### src/rtl/mem_stage_param.sv
// MEM stage with MEM/WB register: byte/half/word loads and stores, misalignment
// detection, and an optional multi-cycle data-memory latency with upstream stall.
module mem_stage_param #(
  parameter int ADDR_W      = 8,
  parameter int MEM_LATENCY = 0
) (
  input  logic        clk,
  input  logic        reset,
  input  logic        in_valid,
  input  logic        RegWrite_in,
  input  logic        memR,
  input  logic        memW,
  input  logic [1:0]  size,
  input  logic        load_unsigned,
  input  logic [1:0]  WBsel,
  input  logic [31:0] D,
  input  logic [31:0] ALUout,
  input  logic [31:0] NPC,
  input  logic [4:0]  rd,
  output logic        stall,
  output logic        wb_valid,
  output logic        RegWrite_wb,
  output logic [4:0]  rd_wb,
  output logic [31:0] wb_data,
  output logic        misalign_err
);

  localparam int         DEPTH    = 2 ** (ADDR_W - 2);
  localparam logic       HAS_WAIT = (MEM_LATENCY > 0);
  localparam logic [3:0] LAT_M1   = (MEM_LATENCY > 0) ? 4'(MEM_LATENCY - 1) : 4'd0;

  typedef enum logic {S_IDLE = 1'b0, S_WAIT = 1'b1} state_t;

  state_t      r_state, w_state_nxt;
  logic [3:0]  r_cnt, w_cnt_nxt;
  logic [31:0] r_mem [DEPTH];

  logic              r_wb_valid, r_regwrite_wb, r_misalign_err;
  logic [4:0]        r_rd_wb;
  logic [31:0]       r_wb_data;

  logic [ADDR_W-3:0] w_word_idx;
  logic [1:0]        w_lane;
  logic [31:0]       w_rdata, w_load_data, w_wdata, w_wb_mux;
  logic [7:0]        w_byte;
  logic [15:0]       w_half;
  logic [3:0]        w_be;
  logic              w_mem_op, w_misaligned, w_start_wait;
  logic              w_stall, w_issue, w_complete, w_we;
  logic              w_unused;

  // Upper address bits only alias; fold them here so every ALUout bit is consumed.
  assign w_unused   = ^ALUout;
  assign w_word_idx = ALUout[ADDR_W-1:2];
  assign w_lane     = ALUout[1:0];
  assign w_rdata    = r_mem[w_word_idx];

  assign w_mem_op     = memR | memW;
  assign w_misaligned = w_mem_op & (((size == 2'b01) & w_lane[0]) |
                                    (size[1] & (w_lane != 2'b00)));
  assign w_start_wait = in_valid & w_mem_op & ~w_misaligned & HAS_WAIT;

  assign w_byte = w_rdata[{w_lane, 3'b000} +: 8];
  assign w_half = w_lane[1] ? w_rdata[31:16] : w_rdata[15:0];

  // NOTE: every signal written in an always_comb gets a default first, so no
  // path through the block leaves it unassigned and no latch is inferred.
  always_comb begin
    w_load_data = w_rdata;
    w_wdata     = D;
    w_be        = 4'b1111;
    case (size)
      2'b00: begin
        w_load_data = {{24{~load_unsigned & w_byte[7]}}, w_byte};
        w_wdata     = {4{D[7:0]}};
        w_be        = 4'b0001 << w_lane;
      end
      2'b01: begin
        w_load_data = {{16{~load_unsigned & w_half[15]}}, w_half};
        w_wdata     = {2{D[15:0]}};
        w_be        = w_lane[1] ? 4'b1100 : 4'b0011;
      end
      default: ;
    endcase
  end

  always_comb begin
    w_wb_mux = 32'd0;
    case (WBsel)
      2'b00:   w_wb_mux = ALUout;
      2'b01:   w_wb_mux = w_load_data;
      2'b10:   w_wb_mux = NPC;
      default: w_wb_mux = 32'd0;
    endcase
    if (w_misaligned) w_wb_mux = 32'd0;
  end

  always_comb begin
    w_state_nxt = r_state;
    w_cnt_nxt   = r_cnt;
    w_stall     = 1'b0;
    w_issue     = 1'b0;
    w_complete  = 1'b0;
    case (r_state)
      S_IDLE: begin
        if (w_start_wait) begin
          w_stall     = 1'b1;
          w_issue     = 1'b1;
          w_cnt_nxt   = LAT_M1;
          w_state_nxt = S_WAIT;
        end else begin
          w_complete  = 1'b1;
        end
      end
      S_WAIT: begin
        if (r_cnt != 4'd0) begin
          w_stall     = 1'b1;
          w_cnt_nxt   = r_cnt - 4'd1;
        end else begin
          w_complete  = 1'b1;
          w_state_nxt = S_IDLE;
        end
      end
      default: w_state_nxt = S_IDLE;
    endcase
  end

  assign stall = w_stall & ~reset;
  assign w_we  = w_complete & in_valid & memW & ~w_misaligned;

  // NOTE: sequential state is assigned with <= so every register samples the
  // pre-edge values of its neighbours regardless of statement order.
  always_ff @(posedge clk or posedge reset) begin
    if (reset) begin
      r_state <= S_IDLE;
      r_cnt   <= 4'd0;
    end else begin
      r_state <= w_state_nxt;
      r_cnt   <= w_cnt_nxt;
    end
  end

  always_ff @(posedge clk or posedge reset) begin
    if (reset) begin
      r_wb_valid     <= 1'b0;
      r_regwrite_wb  <= 1'b0;
      r_rd_wb        <= 5'd0;
      r_wb_data      <= 32'd0;
      r_misalign_err <= 1'b0;
    end else if (w_issue) begin
      r_wb_valid     <= 1'b0;
    end else if (w_complete) begin
      if (in_valid) begin
        r_wb_valid     <= 1'b1;
        r_regwrite_wb  <= RegWrite_in & ~w_misaligned;
        r_rd_wb        <= rd;
        r_wb_data      <= w_wb_mux;
        r_misalign_err <= w_misaligned;
      end else begin
        r_wb_valid     <= 1'b0;
        r_regwrite_wb  <= 1'b0;
        r_misalign_err <= 1'b0;
      end
    end
  end

  // NOTE: the data array has no reset; its contents must survive a pipeline
  // reset, and leaving it out lets synthesis map it onto a plain RAM.
  always_ff @(posedge clk) begin
    for (int i = 0; i < 4; i++) begin
      if (w_we && w_be[i]) r_mem[w_word_idx][8*i +: 8] <= w_wdata[8*i +: 8];
    end
  end

  assign wb_valid     = r_wb_valid;
  assign RegWrite_wb  = r_regwrite_wb;
  assign rd_wb        = r_rd_wb;
  assign wb_data      = r_wb_data;
  assign misalign_err = r_misalign_err;

endmodule
### config.mk
export PLATFORM = sky130hd
export DESIGN_NAME = mem_stage_param
export DESIGN_NICKNAME = d
export VERILOG_FILES = /design/src/rtl/mem_stage_param.sv
export SDC_FILE = /design/constraint.sdc
export NUM_CORES = 2
export LEC_CHECK = 0
export ABC_AREA = 1
export ABC_CLOCK_PERIOD_IN_PS = 4100
export BUFFER_PORTS_ARGS = -buffer_cell sky130_fd_sc_hd__buf_2
export CAP_MARGIN = 20
export CELL_PAD_IN_SITES_DETAIL_PLACEMENT = 0
export CELL_PAD_IN_SITES_GLOBAL_PLACEMENT = 1
export CORE_UTILIZATION = 50
export CTS_CLUSTER_DIAMETER = 40
export DETAILED_ROUTE_END_ITERATION = 10
export PLACE_DENSITY_LB_ADDON = 0.1
export SYNTH_ARGS = -nofsm -noshare
export SYNTH_HDL_FRONTEND = slang
export SYNTH_SLANG_ARGS = --single-unit
### constraint.sdc
create_clock -name clk -period 4.1 [get_ports clk]
set_input_delay 0.205 -clock clk [delete_from_list [all_inputs] [get_ports clk]]
set_output_delay 0.205 -clock clk [all_outputs]
set_load 0.01 [all_outputs]
==> impl_metrics.tcl <==
set metrics [dict create \
    hold_viol_final 0 \
    end_kind "flop" \
    vias 56100 \
    ys_warn_count 0 \
    initial_core_util_pct 50.4 \
    grt_pass1_vias 53100 \
    h-tree-depth 5 \
    syn-num-nets 6708 \
    root_buffer "clkbuf_16" \
    seq_area_sq_um 62600 \
    ioPinCount 153 \
    setup_viol 0 \
    final_util_pct 61.2 \
    min_path_type "primary input to flop" \
    critPathMaxFanout 17 \
    cp_common_cell "nand2_1" \
    worstMarginPinSlew_ps 1080 \
    slowest_delay_ps 560 \
    p_sw_mw 11.6 \
    cp_top_family "simple AND/OR/NAND/NOR gates" \
    critPathArrivalTime_ps 4750 \
    setup-tns-final_ps 0 \
    final_max_slew_viol_count 0 \
    fmax_ghz 0.252 \
    required_ps 4880 \
    postCtsSetupBuffers 0 \
    syn_avg_cell_area_sq_um 12.5 \
    combPwrFrac_pct 5.5 \
    synthArstFlopShare_pct 2.15 \
    synth_most_common_cell "nand2_1" \
    synth_cells 6595 \
    antenna_found_initial 16 \
    grt_pass1_wl_mm 388 \
    cts_buffers 298 \
    crit_slowest_cell "dlygate4sd3_1" \
    clock_latency_ps 930 \
    num_rows 148 \
    synthDistinctLibCells 38 \
    drt_wl_total_mm 276 \
    max-clock-path-buffers 4 \
    detail_route.vias_per_cell 5.75 \
    p_int_mw 39.9 \
    relSlewSlack_pct 27.6 \
    portBuffers 152 \
    synth_flop_cell "edfxtp_1" \
    clkTransAtPathRegs_ps 60 \
    wl_per_cell_um 28.3 \
    synthTopCellsByCount "nand2_1, edfxtp_1, nor2_1" \
    fillCellCount 12800 \
    areaGrowthSynthToFinish_pct 21.4 \
    synth_edf_count 2048 \
    whs_ps 54.3 \
    p_seq_share_pct 46.1 \
    synth-seq-area-share_pct 76.2 \
    gp_congestion 0.931 \
    syn_area_sq_um 82200 \
    min_period_ps 3970 \
    dr.pass1.iters 6 \
    worstPathBufferInverterCount 4 \
    coreArea_sq_um 163000 \
    finalCritPeriodShare_pct 96.9 \
    grt_usage_pct 33.0 \
    clkPwrFrac_pct 48.4 \
    nNetsFinal 7461 \
    gr-total-overflow 0 \
    stdcell_area_sq_um 99800 \
    multi_input_area_sq_um 17100 \
    yosys-top-cells-area "edfxtp_1, nand2_1, nand4_1" \
    critPathLaunchType "flop" \
    fp.dieW_um 407 \
    grt_start_max_net_pins 76 \
    ir_drop_v 0.000465 \
    synth_top_area_share_pct 74.8 \
    path_cells "or2_2, nand3_1, nand2_1, o21ai_0, nand2_1, nor2_1, nand2_1, nand2_1, nand2_1, inv_2, nand2_1, nand3_2, buf_4, nand3_1, nand2_1, nand2_1, nand2_1, dlygate4sd3_1, nand2_1, dlygate4sd3_1" \
    cts.sinks 2093 \
    p_per_area_nw_per_um2 516 \
    die_height_um 407 \
    drtIter0Drc 7342 \
    place_area_sq_um 88800 \
    outcome "finished, final reports clean" \
    clock-skew-final_ps 33.7 \
    swShare_pct 22.5 \
    ant_nets 0 \
    drv_cap 0 \
    ys_ff_latch 2093 \
    r2r_slack_ps 130 \
    die_area_sq_um 166000 \
    power.leakage_nw 36.8 \
    tritoncts "yes" \
    yosys.area.top_type "edfxtp_1" \
    drc 0 \
    hpwlAfterDp_mm 173 \
    layout-drive-gt1-share_pct 15.3 \
    criticalPathCategory "flop to flop" \
    rsz0062_at_grt "no" \
]
-- cells in the final DEF (no fill, tap or decap), types with 8 or more instances in the layout --
cell type,instances
diode_2,12
buf_4,441
buf_12,57
nand4_1,295
nor2_4,10
nor3_2,8
clkinvlp_4,24
dfrtp_1,45
nor2_1,415
buf_2,151
or2_2,17
clkinv_1,38
o21ai_0,196
inv_8,12
o21ai_4,9
clkinv_2,24
o21ai_1,46
inv_1,310
clkbuf_16,307
a21oi_1,54
bufinv_16,27
inv_6,20
a22oi_1,178
nand2_1,2339
dlygate4sd3_1,130
clkbuf_1,47
nand3_1,226
o211ai_1,18
nand2_2,12
clkinv_4,18
edfxtp_1,2048
-- registers in the layout (all words and copies together) (netlist names) --
register and flops:
r_mem 2048, wb_data 32, rd_wb 5, r_cnt 4
RegWrite_wb 1, misalign_err 1, r_state 1, wb_valid 1
-- path summary, 6_finish.rpt --
check	startpoint	endpoint	cells past startpoint
setup / recovery	r_mem[48][23]	wb_data[31]	20
hold / removal	D[16]	r_mem[30][16]	4
setup reg to reg	r_mem[48][23]	wb_data[31]	20
hold reg to reg	r_cnt[3]	r_cnt[3]	1
max in group asynchronous	reset	wb_data[5]	5
min in group asynchronous	reset	r_cnt[1]	4
-- stage by stage --
stage          std cells  setup WS, ps  total power, mW
2_1_floorplan       6595           179             25.4
3_3_place_gp        9091           563             26.8
3_5_place_dp        9092           584             26.9
4_1_cts             9736           139             51.6
5_1_grt             9739          19.6             52.7
6_report            9750           127             51.5
-- final cells by class --
class | count | share of cell area (%)
flip-flops and latches | 2093 | 62.8
clock buffers | 354 | 7.88
inverters | 320 | 1.22
multi-input cells | 3855 | 17.1
clock inverters | 161 | 1.73
diodes | 12 | 0.0301
repair buffers | 780 | 6.54
well taps | 2175 | 2.73
-- kinds of logic (layout without fill, tap and decap cells) --
logic type,count (synthesis),after routing,synth area share (%)
xor gates and xnor gates,2,2,0.0213
other,0,12,0
muxes,5,5,0.0685
adders and majority gates,1,1,0.0152
and+or+nand+nor,3340,3340,16.7
DFF,2093,2093,76.2
buffers and inverters,647,1615,3.30
AOI/OAI and AO/OA,507,507,3.71
-- worst min-delay path, delay by kind of cell --
kind | cells | cell delay [ps]
buf+inv | 2 | 390
simple gates | 2 | 120
-- power by group through the flow --
stage	combinational, mW	sequential [mW]	clock (mW)
6_report	2.83	23.8	24.9
5_1_grt	3.00	23.7	26.0
4_1_cts	2.80	23.7	25.1
3_5_place_dp	2.66	24.2	0
3_3_place_gp	2.65	24.2	0
2_1_floorplan	1.20	24.2	0
-- layer usage --
layer	global-route usage, %	part of all wire [%]	vias up
met5	0	0.015	-
met4	13.9	4.3	6
met3	8.08	11	493
met2	49.8	45	3049
met1	46.0	40	27900
li1	-	-	24600
-- repair_timing --
item,in CTS,in global routing
setup endpoints to repair,0,4
hold endpoints to repair,319,12
hold buffers,129,1
gates resized for setup,0,1
(Power assumes the default switching activity.)
